`config.mk`:
```
export PLATFORM = sky130hd
export DESIGN_NAME = median3_h_filter
export DESIGN_NICKNAME = d
export VERILOG_FILES = /design/src/rtl/median3_h_filter.sv
export SDC_FILE = /design/constraint.sdc
export NUM_CORES = 1
export LEC_CHECK = 0
export CELL_PAD_IN_SITES_DETAIL_PLACEMENT = 2
export CELL_PAD_IN_SITES_GLOBAL_PLACEMENT = 2
export CORE_ASPECT_RATIO = 1.5
export CORE_MARGIN = 2
export CORE_UTILIZATION = 39
export CTS_BUF_LIST = sky130_fd_sc_hd__clkbuf_16
export DETAILED_ROUTE_END_ITERATION = 10
export PLACE_DENSITY = 0.95
export REMOVE_ABC_BUFFERS = 1
export SLEW_MARGIN = 25
export SYNTH_ARGS = -nofsm -noshare
export SYNTH_HDL_FRONTEND = slang
export SYNTH_SLANG_ARGS = --single-unit
export TNS_END_PERCENT = 30
```
`constraint.sdc`:
```
create_clock -name clk_i -period 12.5 [get_ports clk_i]
set_input_delay 2.5 -clock clk_i [delete_from_list [all_inputs] [get_ports clk_i]]
set_output_delay 2.5 -clock clk_i [all_outputs]
set_load 0.02 [all_outputs]
```
`src/rtl/median3_h_filter.sv`:
```
// -----------------------------------------------------------------------------
// median3_h_filter
//   Horizontal 3-tap median filter for a video pixel stream. s_tuser marks the
//   first pixel of a frame, s_tlast the last pixel of a line. Each colour
//   component is filtered independently as an unsigned value. Line edges are
//   handled by replicating the edge pixel, so the first output uses
//   med(p0,p0,p1) and the last uses med(pN-2,pN-1,pN-1).
//
//   The filter enable is sampled only on the first pixel of a frame. While
//   disabled, the centre pixel is forwarded through the same pipeline, so the
//   output timing is identical whether or not the filter is active.
//
//   Pipeline: a two-deep pixel history (prev, cur) plus one output register.
//   Output pixel n is loaded when input pixel n+1 arrives. The last pixel of
//   a line is emitted by a dedicated FLUSH cycle, which is the single input
//   bubble per line.
// -----------------------------------------------------------------------------
module median3_h_filter #(
    parameter int PX_WIDTH = 10,
    parameter int COMP_CNT = 3
) (
    input  logic                         clk_i,
    input  logic                         rst_i,
    input  logic                         en_i,
    input  logic                         s_tvalid,
    output logic                         s_tready,
    input  logic [PX_WIDTH*COMP_CNT-1:0] s_tdata,
    input  logic                         s_tuser,
    input  logic                         s_tlast,
    output logic                         m_tvalid,
    input  logic                         m_tready,
    output logic [PX_WIDTH*COMP_CNT-1:0] m_tdata,
    output logic                         m_tuser,
    output logic                         m_tlast
);

    localparam int TDATA_W = PX_WIDTH * COMP_CNT;

    // EMPTY : no pixel of the current line is held
    // HOLD  : at least one pixel held, waiting for its right neighbour
    // FLUSH : end of line seen, last pixel still to be emitted
    typedef enum logic [1:0] {
        ST_EMPTY = 2'd0,
        ST_HOLD  = 2'd1,
        ST_FLUSH = 2'd2
    } state_t;

    // -------------------------------------------------------------------------
    // Median helpers
    // -------------------------------------------------------------------------

    // Unsigned median of three: max(min(a,b), min(max(a,b),c)).
    function automatic logic [PX_WIDTH-1:0] med3_comp(
        input logic [PX_WIDTH-1:0] a,
        input logic [PX_WIDTH-1:0] b,
        input logic [PX_WIDTH-1:0] c
    );
        logic [PX_WIDTH-1:0] lo_ab;
        logic [PX_WIDTH-1:0] hi_ab;
        logic [PX_WIDTH-1:0] lo_hc;
        if (a < b) begin
            lo_ab = a;
            hi_ab = b;
        end else begin
            lo_ab = b;
            hi_ab = a;
        end
        if (hi_ab < c) begin
            lo_hc = hi_ab;
        end else begin
            lo_hc = c;
        end
        if (lo_ab > lo_hc) begin
            return lo_ab;
        end else begin
            return lo_hc;
        end
    endfunction

    // Component-wise median of three packed pixels.
    function automatic logic [TDATA_W-1:0] med3_pix(
        input logic [TDATA_W-1:0] a,
        input logic [TDATA_W-1:0] b,
        input logic [TDATA_W-1:0] c
    );
        logic [TDATA_W-1:0] res;
        res = '0;
        for (int k = 0; k < COMP_CNT; k++) begin
            res[k*PX_WIDTH +: PX_WIDTH] = med3_comp(a[k*PX_WIDTH +: PX_WIDTH],
                                                    b[k*PX_WIDTH +: PX_WIDTH],
                                                    c[k*PX_WIDTH +: PX_WIDTH]);
        end
        return res;
    endfunction

    // -------------------------------------------------------------------------
    // State
    // -------------------------------------------------------------------------
    state_t               r_state;
    logic [TDATA_W-1:0]   r_prev;
    logic [TDATA_W-1:0]   r_cur;
    logic                 r_cur_sof;
    logic                 r_en_frame;

    logic                 r_out_valid;
    logic [TDATA_W-1:0]   r_out_data;
    logic                 r_out_user;
    logic                 r_out_last;

    // -------------------------------------------------------------------------
    // Combinational control
    // -------------------------------------------------------------------------
    state_t               w_state_nxt;
    logic                 w_out_free;
    logic                 w_s_tready;
    logic                 w_accept;
    logic                 w_load;
    logic [TDATA_W-1:0]   w_load_data;
    logic                 w_load_user;
    logic                 w_load_last;
    logic                 w_hist_first;
    logic                 w_hist_shift;
    logic                 w_latch_en;
    logic [TDATA_W-1:0]   w_med_mid;
    logic [TDATA_W-1:0]   w_med_edge;

    // Median candidates: interior pixel (right neighbour is the incoming beat)
    // and last pixel of the line (right neighbour replicated from cur).
    always_comb begin
        w_med_mid  = med3_pix(r_prev, r_cur, s_tdata);
        w_med_edge = med3_pix(r_prev, r_cur, r_cur);
    end

    // Output slot is free when it is empty or being drained this cycle; input
    // is accepted only when the FSM can place the resulting output.
    always_comb begin
        w_out_free = (!r_out_valid) || m_tready;
        w_s_tready = 1'b0;
        case (r_state)
            ST_EMPTY: w_s_tready = 1'b1;
            ST_HOLD:  w_s_tready = w_out_free;
            ST_FLUSH: w_s_tready = 1'b0;
            default:  w_s_tready = 1'b0;
        endcase
        w_accept = s_tvalid && w_s_tready;
    end

    // FSM next state, output-register load and pixel-history control.
    always_comb begin
        w_state_nxt  = r_state;
        w_load       = 1'b0;
        w_load_data  = r_cur;
        w_load_user  = r_cur_sof;
        w_load_last  = 1'b0;
        w_hist_first = 1'b0;
        w_hist_shift = 1'b0;
        w_latch_en   = 1'b0;
        case (r_state)
            ST_EMPTY: begin
                if (w_accept) begin
                    w_hist_first = 1'b1;
                    w_latch_en   = s_tuser;
                    if (s_tlast) begin
                        w_state_nxt = ST_FLUSH;
                    end else begin
                        w_state_nxt = ST_HOLD;
                    end
                end else begin
                    w_state_nxt = ST_EMPTY;
                end
            end
            ST_HOLD: begin
                if (w_accept) begin
                    w_load       = 1'b1;
                    w_load_data  = r_en_frame ? w_med_mid : r_cur;
                    w_load_user  = r_cur_sof;
                    w_load_last  = 1'b0;
                    w_hist_shift = 1'b1;
                    if (s_tlast) begin
                        w_state_nxt = ST_FLUSH;
                    end else begin
                        w_state_nxt = ST_HOLD;
                    end
                end else begin
                    w_state_nxt = ST_HOLD;
                end
            end
            ST_FLUSH: begin
                if (w_out_free) begin
                    w_load      = 1'b1;
                    w_load_data = r_en_frame ? w_med_edge : r_cur;
                    w_load_user = r_cur_sof;
                    w_load_last = 1'b1;
                    w_state_nxt = ST_EMPTY;
                end else begin
                    w_state_nxt = ST_FLUSH;
                end
            end
            default: begin
                w_state_nxt = ST_EMPTY;
            end
        endcase
    end

    // -------------------------------------------------------------------------
    // Sequential logic
    // -------------------------------------------------------------------------

    // FSM state register; reset drops any partially received line.
    always_ff @(posedge clk_i) begin
        if (rst_i) begin
            r_state <= ST_EMPTY;
        end else begin
            r_state <= w_state_nxt;
        end
    end

    // Pixel history: the first pixel of a line fills both taps (left-edge
    // replication), later pixels shift the window by one.
    always_ff @(posedge clk_i) begin
        if (rst_i) begin
            r_prev    <= '0;
            r_cur     <= '0;
            r_cur_sof <= 1'b0;
        end else if (w_hist_first) begin
            r_prev    <= s_tdata;
            r_cur     <= s_tdata;
            r_cur_sof <= s_tuser;
        end else if (w_hist_shift) begin
            r_prev    <= r_cur;
            r_cur     <= s_tdata;
            r_cur_sof <= s_tuser;
        end else begin
            r_prev    <= r_prev;
            r_cur     <= r_cur;
            r_cur_sof <= r_cur_sof;
        end
    end

    // Frame-level enable, sampled on the first pixel of a frame only.
    always_ff @(posedge clk_i) begin
        if (rst_i) begin
            r_en_frame <= 1'b1;
        end else if (w_latch_en) begin
            r_en_frame <= en_i;
        end else begin
            r_en_frame <= r_en_frame;
        end
    end

    // Output register: loads a new pixel, drains on m_tready, holds on stall.
    always_ff @(posedge clk_i) begin
        if (rst_i) begin
            r_out_valid <= 1'b0;
            r_out_data  <= '0;
            r_out_user  <= 1'b0;
            r_out_last  <= 1'b0;
        end else if (w_load) begin
            r_out_valid <= 1'b1;
            r_out_data  <= w_load_data;
            r_out_user  <= w_load_user;
            r_out_last  <= w_load_last;
        end else if (m_tready) begin
            r_out_valid <= 1'b0;
            r_out_data  <= r_out_data;
            r_out_user  <= r_out_user;
            r_out_last  <= r_out_last;
        end else begin
            r_out_valid <= r_out_valid;
            r_out_data  <= r_out_data;
            r_out_user  <= r_out_user;
            r_out_last  <= r_out_last;
        end
    end

    assign s_tready = w_s_tready;
    assign m_tvalid = r_out_valid;
    assign m_tdata  = r_out_data;
    assign m_tuser  = r_out_user;
    assign m_tlast  = r_out_last;

endmodule

```
# Yosys cells after proc, flatten, opt, wreduce, memory -nomap -nowiden
# Index checks and enable logic that the tools add are counted.
# word_totals
elab_cells,77
out_inout_bits,34
input_bits,37
regBits,97
# op_classes
order_cmp,15
n_reduce_logical,6
mux,45
eq_ne,2
# op_table
op,n
30-bit two-way mux,8
10-bit two-way mux,18
10-bit < comparator,9
10-bit > comparator,6
30-bit one-hot mux with 2 select lines,1
1-bit two-way mux,11
2-bit two-way mux,4
2-bit one-hot mux with 3 select lines,1
1-bit one-hot mux with 2 select lines,2
2-bit nonzero test,2
2-bit by 1-bit == test with 1-bit output (second input constant),1
2-bit == test (second input constant),1
2-bit logical NOT,1
1-bit logical AND,1
1-bit logical NOT,1
1-bit logical OR,1

# Logic depth before layout (Yosys ltp)
# Gate-level depths: netlist (run 1).
# depth
ltp_word,9
mapped_depth,26
ltp_nobuf,23

# Worst setup path before layout (run 1)
# Ideal clock, no wire load.
# synth_path
kind,in2reg
from,input s_tdata[7]
to,register r_out_data[1] (netlist: m_tdata[1])
n_path_buf,2
slack_ps,6425
required_time_ps,12414
arrival_time_ps,5989
setup_time_ps,86
cell_stages,19
path_cell_list,inv_1 > ha_1 > a21o_1 > a21o_1 > a221o_1 > nor3b_1 > a31oi_1 > buf_4 > mux2i_1 > ha_1 > nand4_1 > nor3_1 > nor3b_1 > a21oi_1 > clkbuf_1 > a21oi_1 > o22ai_1 > a22oi_1 > a211oi_1
# synth_via
elab_chain_cells,7
# synth_rtl
item,line,source
start: declaration,27,"input logic [PX_WIDTH*COMP_CNT-1:0] s_tdata,"
10-bit < comparator,68,if (hi_ab < c) begin
10-bit two-way mux (*),68,
10-bit > comparator,73,if (lo_ab > lo_hc) begin
10-bit two-way mux (*),73,
30-bit two-way mux (*),175,w_load_data = r_en_frame ? w_med_mid : r_cur;
30-bit two-way mux (*),173,if (w_accept) begin
30-bit one-hot mux with 2 select lines (*),158,case (r_state)
end signal: assignment,260,r_out_data <= w_load_data;
end signal: assignment,265,r_out_data <= r_out_data;
end signal: assignment,270,r_out_data <= r_out_data;
end: declaration,106,logic [TDATA_W-1:0] r_out_data;
# Mark *: on every way between the ends. The rest lies on a longest branch, timed or not.
# A chain may end at the register's enable or synchronous reset.

# Worst setup path after layout (run 1)
# layout_path
from,register r_cur[9]
to,register r_out_data[3] (netlist: m_tdata[3])
# layout_via
elab_chain_cells,9
elab_cells_between_ends,16
cone_classes,order compare: 5; mux: 11
# layout_rtl
item,line,source
start: declaration,101,logic [TDATA_W-1:0] r_cur;
start signal: assignment,227,r_cur <= s_tdata;
start signal: assignment,231,r_cur <= s_tdata;
start signal: assignment,235,r_cur <= r_cur;
10-bit < comparator,61,if (a < b) begin
10-bit two-way mux,61,
10-bit < comparator,68,
10-bit two-way mux,68,
10-bit > comparator,73,
10-bit two-way mux,73,
"30-bit two-way mux, on equally long branches","191, 175",
"30-bit two-way mux, on equally long branches","189, 173",
30-bit one-hot mux with 2 select lines (*),158,
# Marked as above.

==> summary.txt, run 1 <==
Placed design
  – Final GP Congestion: 0.933
  – Pre-CTS setup slack: 3.94 ns
  – IO Port Bufs: 70
  – DP HPWL: 30300 um

Drt
  – Wirelength per Cell: 26.3 um
  – Met3 wire len: 1580 um
  – Drt drc: 0
  – Post-route ant nets: 0
  – Top Layer Used: met4
  – Starting DRT DRC Count: 447
  – Met2 WL: 21100 um
  – Vias per cell: 6.37
  – DR vias: 9791
  – Final WL: 40400 um
  – DRT Pass-1 Iters: 4
  – Metal-1 WL: 15000 um

Floorplan
  – Io pins: 71
  – Die height: 193 um
  – Core footprint: 0.0236 mm2
  – Site Rows: 69
  – Initial Util: 39.5%
  – Chip width: 130 um
  – Die ar.: 0.0252 mm2

Synthesis
  – Seq cells post-synth: 97
  – Cell Area, Synth: 0.00932 mm2
  – Warning count from the yosys run: 0
  – Synth Flop Type: dfxtp_1
  – Proportion of synthesized chip area in sequential cells: 20.8%
  – Synth Area per Inst: 7.91 um2
  – Ys async rst share: 0%
  – Synth Instances: 1177
  – Unique masters post-synth: 63
  – EDFF count, synth: 0

Worst setup path
  – Crit path launch: r_cur[9]
  – CP max stage delay: 0.94 ns
  – Worst R2R Setup Slack: 4.05 ns
  – Worst path slowest cell: o22ai_1
  – Crit path capture: m_tdata[3]
  – Worst R2R End: m_tdata[3]
  – Worst R2R Start: r_cur[9]
  – Crit path buffers/inverters: 1
  – Worst Reg-to-Reg Cells: 23
  – CP Cell Sequence: inv_1, ha_1, nand2_1, o21ai_0, a31o_2, or2_1, o21ai_0, ha_1, nand4_1, nor3_1, o21ai_0, and2_1, a31oi_2, mux2i_1, ha_1, nand4_1, nor3_1, nor3b_1, a21oi_1, a21oi_1, o22ai_1, a22oi_1, a211oi_1
  – Levels on crit path: 23
  – Type of element launching the critical path: register
  – CP Data Required Time: 12.76 ns
  – Crit end category: register
  – CP Data Arrival Time: 8.71 ns
  – Critical path fanouts, max: 14
  – Setup Crit Path Kind: register to register
  – Delay-heaviest family, CP: compound AO/OA/AOI/OAI gates

Layout
  – Reg area: 0.00194 mm2
  – Most common cell after layout, fill and taps aside: ha_1
  – Most frequent cells in the layout: ha_1 (144), nand2_1 (131), dfxtp_1 (97)
  – Area of the multi-input gates: 0.00687 mm2
  – ANT cells: 0
  – Share of layout cells above drive strength 1: 5.58%
  – Fill cells: 2654
  – Post-Route Utilization: 44.9%
  – NumNets Final: 1395
  – Area grow syn2layout: 13.5%

STA
  – Fin crit share: 67.6%
  – Final Hold Viols: 0
  – Slew @ Worst Pin: 1.18 ns
  – Max transition margin: 21.6%
  – FMAX: 118 MHz
  – Min cycle time layout: 8.45 ns
  – TNS Setup: 0 ns
  – Worst Clk Skew: 0.0107 ns
  – Final Setup Violations: 0
  – RSZ-0062 raised after global routing: no
  – Minimum hold slack: 0.473 ns
  – Slew Limit Fails: 0
  – PnR worst setup slack: 4.05 ns

Global route
  – Global-route wire length before repair: 63100 um
  – Total GRT Usage: 32.3%
  – GRT Residual Overflow: 0
  – Initial antenna violation count: 0
  – Number of global-route vias before repair: 11479
  – Largest net degree at the start of global routing: 97

Outcome
  – Status: finished clean

Clock tree
  – Sinks on Clock Net: 97
  – CTS tree: done
  – CTS Root Cell: clkbuf_16
  – Total CTS buffers: 9
  – Clock latency on the worst-skew pair: 0.38 ns
  – Htree depth: 3
  – PostCTS Resize Cnt: 0
  – Worst-case clock buffer depth: 2
  – Clock-pin slew on the worst setup and hold paths: 0.08 ns
  – Setup Fix Bufs, Post-CTS: 0
  – CTS Hold Buffers Added: 0

Run
  – Max-cap violations: 0

Pwr
  – Cell Pwr Density: 161 mW/mm2
  – Peak supply drop: 90.7 uV
  – Lkg Pwr: 4.53 nW
  – Power, Total: 1.70 mW

Hold path
  – Worst Hold Class: register to register
==> metal layers <==
| layer | global-route usage (%) | up-vias |
|---|---|---|
| met2 | 58.3 | 306 |
| met3 | 5.25 | 194 |
| met5 | 0 | - |
| li1 | - | 4412 |
| met4 | 22.0 | 0 |
| met1 | 33.4 | 4879 |
==> worst min-delay path by stage <==
stage / start / end / slack [ns] / cells after the start
2_1_floorplan: r_cur_sof / m_tuser / 0.43 / 2
3_3_place_gp: r_cur_sof / m_tuser / 0.44 / 2
3_5_place_dp: r_cur_sof / m_tuser / 0.46 / 2
4_1_cts: r_cur_sof / m_tuser / 0.47 / 2
5_1_grt: r_cur_sof / r_cur_sof / 0.50 / 2
6_report: r_cur_sof / m_tuser / 0.47 / 2
==> layout make-up <==
cell class | count | share of cell area (%)
tap | 319 | 3.77
multi-input combinational | 945 | 64.9
sequential | 97 | 18.4
clock inverter | 7 | 0.426
timing repair buffer | 85 | 7.70
clock buffer | 9 | 2.13
inverter | 75 | 2.66
==> registers in the layout, summed over array words and instances, names as in the netlist <==
signal and count:
r_cur_sof 1, r_cur 30, m_tlast 1, r_state 2, m_tdata 30, r_prev 30
m_tuser 1, r_en_frame 1, m_tvalid 1
==> synth_stat cells, drive strengths merged (15+ instances only) <==
cell	n	area (um2)
a211oi	62	470
a21o	19	143
a21oi	85	425
a221oi	15	131
clkbuf	50	188
dfxtp	97	1940
ha	145	1810
inv	75	282
mux2i	95	963
nand2	131	492
nand2b	21	131
nand4	18	113
nor2	87	327
nor3	16	80.1
o21ai	94	470
==> tightest hold or removal path: stages (launching register included) <==
cell and delay [ns]:
dfxtp_1 0.32, nand2_1 0.05, a21oi_1 0.05
==> where the power goes <==
| part | total [mW] | internal [mW] | leakage, nW | switching, mW |
|---|---|---|---|---|
| Sequential | 0.368 | 0.332 | 0.795 | 0.0356 |
| Combinational | 1.05 | 0.390 | 3.60 | 0.665 |
| Clock | 0.279 | 0.135 | 0.129 | 0.144 |
==> per-stage QoR <==
stage / cells / area (um2)
2_1_floorplan: 1117 / 9060
3_3_place_gp: 1521 / 10300
3_5_place_dp: 1521 / 10300
4_1_cts: 1537 / 10600
5_1_grt: 1537 / 10600
6_report: 1537 / 10600
==> cell families (layout without fill, tap and decap cells) <==
family / after synthesis / in the layout / synth area share (%)
adders and majority gates: 145 / 145 / 19.5
buffers and inverters: 135 / 176 / 5.79
AOI/OAI and AO/OA: 361 / 361 / 25.7
DFF: 97 / 97 / 20.8
muxes: 109 / 109 / 12.0
and+or+nand+nor: 329 / 329 / 16.1
xor gates and xnor gates: 1 / 1 / 0.0940
Note: power is estimated with default switching activity, not from simulation.
==> inputs of run 2 (changes only) <==
- CORE_UTILIZATION: 39 -> 36
- PLACE_DENSITY: 0.95 -> 0.92
- clock period: 12.5 -> 7.9 ns (I/O delays scaled with it)
==> summary.txt, run 2 (synthesis gave the netlist of run 1 again) <==
Run
  – Max-cap violations: 0

Worst setup path
  – Worst R2R Start: r_cur[13]
  – CP Data Arrival Time: 7.65 ns
  – Type of element launching the critical path: register
  – Setup Crit Path Kind: register to register
  – Worst R2R Setup Slack: 0.54 ns
  – Worst Reg-to-Reg Cells: 22
  – CP Data Required Time: 8.19 ns
  – Critical path fanouts, max: 17
  – Worst R2R End: m_tdata[12]
  – Crit end category: register

Floorplan
  – Die ar.: 0.0272 mm2
  – Io pins: 71
  – Chip width: 135 um
  – Initial Util: 36.4%
  – Core footprint: 0.0256 mm2
  – Site Rows: 72
  – Die height: 201 um

STA
  – RSZ-0062 raised after global routing: no
  – Slew Limit Fails: 0
  – Max transition margin: 36.2%
  – TNS Setup: 0 ns
  – Worst Clk Skew: 0.0118 ns
  – FMAX: 136 MHz
  – Fin crit share: 93.1%
  – Final Hold Viols: 0
  – Final Setup Violations: 0
  – Slew @ Worst Pin: 0.952 ns
  – PnR worst setup slack: 0.542 ns
  – Min cycle time layout: 7.36 ns

Global route
  – Largest net degree at the start of global routing: 95
  – Number of global-route vias before repair: 11159
  – Initial antenna violation count: 0
  – Total GRT Usage: 29.6%
  – Global-route wire length before repair: 62100 um
  – GRT Residual Overflow: 0

Clock tree
  – CTS tree: done
  – Clock latency on the worst-skew pair: 0.39 ns
  – Setup Fix Bufs, Post-CTS: 0
  – Htree depth: 3
  – Clock-pin slew on the worst setup and hold paths: 0.08 ns
  – Total CTS buffers: 9
  – Worst-case clock buffer depth: 2
  – CTS Root Cell: clkbuf_16
  – Sinks on Clock Net: 97

Placed design
  – Final GP Congestion: 0.932
  – IO Port Bufs: 70
  – DP HPWL: 28900 um
  – Pre-CTS setup slack: 0.245 ns

Pwr
  – Sw Ratio: 49.4%
  – Switch Pwr: 1.36 mW
  – Register share of total power: 21.1%
  – Gate power share: 61.4%
  – Cell Pwr Density: 258 mW/mm2
  – Lkg Pwr: 4.56 nW
  – Peak supply drop: 128 uV
  – Clock network power share: 17.5%
  – Internal power: 1.39 mW

Layout
  – NumNets Final: 1400
  – Share of layout cells above drive strength 1: 6.13%
  – Area of the multi-input gates: 0.00686 mm2
  – Most common cell after layout, fill and taps aside: ha_1
  – Most frequent cells in the layout: ha_1 (144), nand2_1 (129), dfxtp_1 (97)
  – Area grow syn2layout: 14.3%
  – ANT cells: 0
  – Reg area: 0.00194 mm2
  – Fill cells: 2951

Drt
  – Post-route ant nets: 0
  – Wirelength per Cell: 25.5 um
  – Final WL: 39700 um
  – Drt drc: 0
  – Vias per cell: 6.26
  – Starting DRT DRC Count: 428
  – DR vias: 9745
  – DRT Pass-1 Iters: 5

Outcome
  – Status: finished clean

Hold path
  – Hold endpoint: m_tuser
  – Worst hold start: r_cur_sof
  – Hold depth: 2
  – Worst Hold Class: register to register
## run 2: cell types whose count changed in the layout (fill, tap and decap cells not counted), sizes merged
cell,before,now
bufinv,0,1
clkinv,5,2
inv,76,77
clkinvlp,1,2
buf,16,21
## run 2: layout make-up
cell class	instances	area share [%]
timing repair buffer	90	8.01
clock inverter	7	0.670
clock buffer	9	2.12
tap	333	3.91
multi-input combinational	945	64.4
inverter	75	2.64
sequential	97	18.2
## run 2: worst max-delay path: stages, from the launching register on
cell and delay (ns):
dfxtp_1 0.45, inv_1 0.12, ha_1 0.31, and3_1 0.21, o311a_1 0.42, a311oi_4 0.49
buf_4 0.34, mux2_2 0.41, ha_1 0.32, o21ai_0 0.32, a21oi_1 0.09, a221oi_1 0.48
nand2_2 0.38, mux2i_1 0.42, ha_1 0.32, nand4_1 0.17, a211oi_1 0.08, a2111oi_1 0.63
o21ai_0 0.29, nor2_2 0.49, a221o_1 0.25, a21oi_1 0.04, a211oi_1 0.23
## run 2: how the worst max path moves through the flow
| stage | end | start | slack (ns) | cells past startpoint |
|---|---|---|---|---|
| floorplan | m_tdata[0] | m_tready | 1.25 | 8 |
| global placement | m_tdata[15] | r_cur[13] | 0.68 | 22 |
| detailed placement | m_tdata[12] | r_cur[13] | 0.24 | 22 |
| CTS | m_tdata[12] | r_cur[13] | 0.11 | 22 |
| global route | m_tdata[9] | r_cur[3] | 0.12 | 23 |
| finish | m_tdata[12] | r_cur[13] | 0.54 | 22 |
## run 2: timing repair
action	CTS	global route
gates resized for setup	0	3
setup endpoints to repair	0	14
hold buffers	0	0
## run 2: power by group through the flow
stage | combinational, mW | clock, mW | sequential [mW]
detailed placement | 1.62 | 0 | 0.589
floorplan | 1.04 | 0 | 0.579
finish | 1.69 | 0.481 | 0.580
global route | 1.82 | 0.505 | 0.586
CTS | 1.65 | 0.492 | 0.579
global placement | 1.49 | 0 | 0.585
## run 2: stage by stage
step | cells | util [%] | hold WS (ns) | area [um2] | total power [mW]
2_1_floorplan | 1117 | - | 0.426 | 9060 | 1.62
3_3_place_gp | 1540 | 40.4 | 0.443 | 10300 | 2.07
3_5_place_dp | 1540 | 40.4 | 0.461 | 10300 | 2.21
4_1_cts | 1556 | 41.5 | 0.480 | 10600 | 2.72
5_1_grt | 1556 | 41.6 | 0.506 | 10600 | 2.91
6_report | 1556 | 41.6 | 0.472 | 10600 | 2.75
## run 2: layer usage
layer	share of wire, %	wire length (um)	track usage (%)	vias to the layer above
met2	53	21200	55.2	257
met5	0	0	0	-
li1	-	-	-	4448
met1	37	14900	30.1	4882
met4	6.2	2460	19.1	0
met3	3.0	1180	4.17	158
==> inputs of run 3 (changes only) <==
- GPL_TIMING_DRIVEN: unset -> 1
==> results of run 3 <==
Final layout, timing and power as in run 2 (identical DEF).
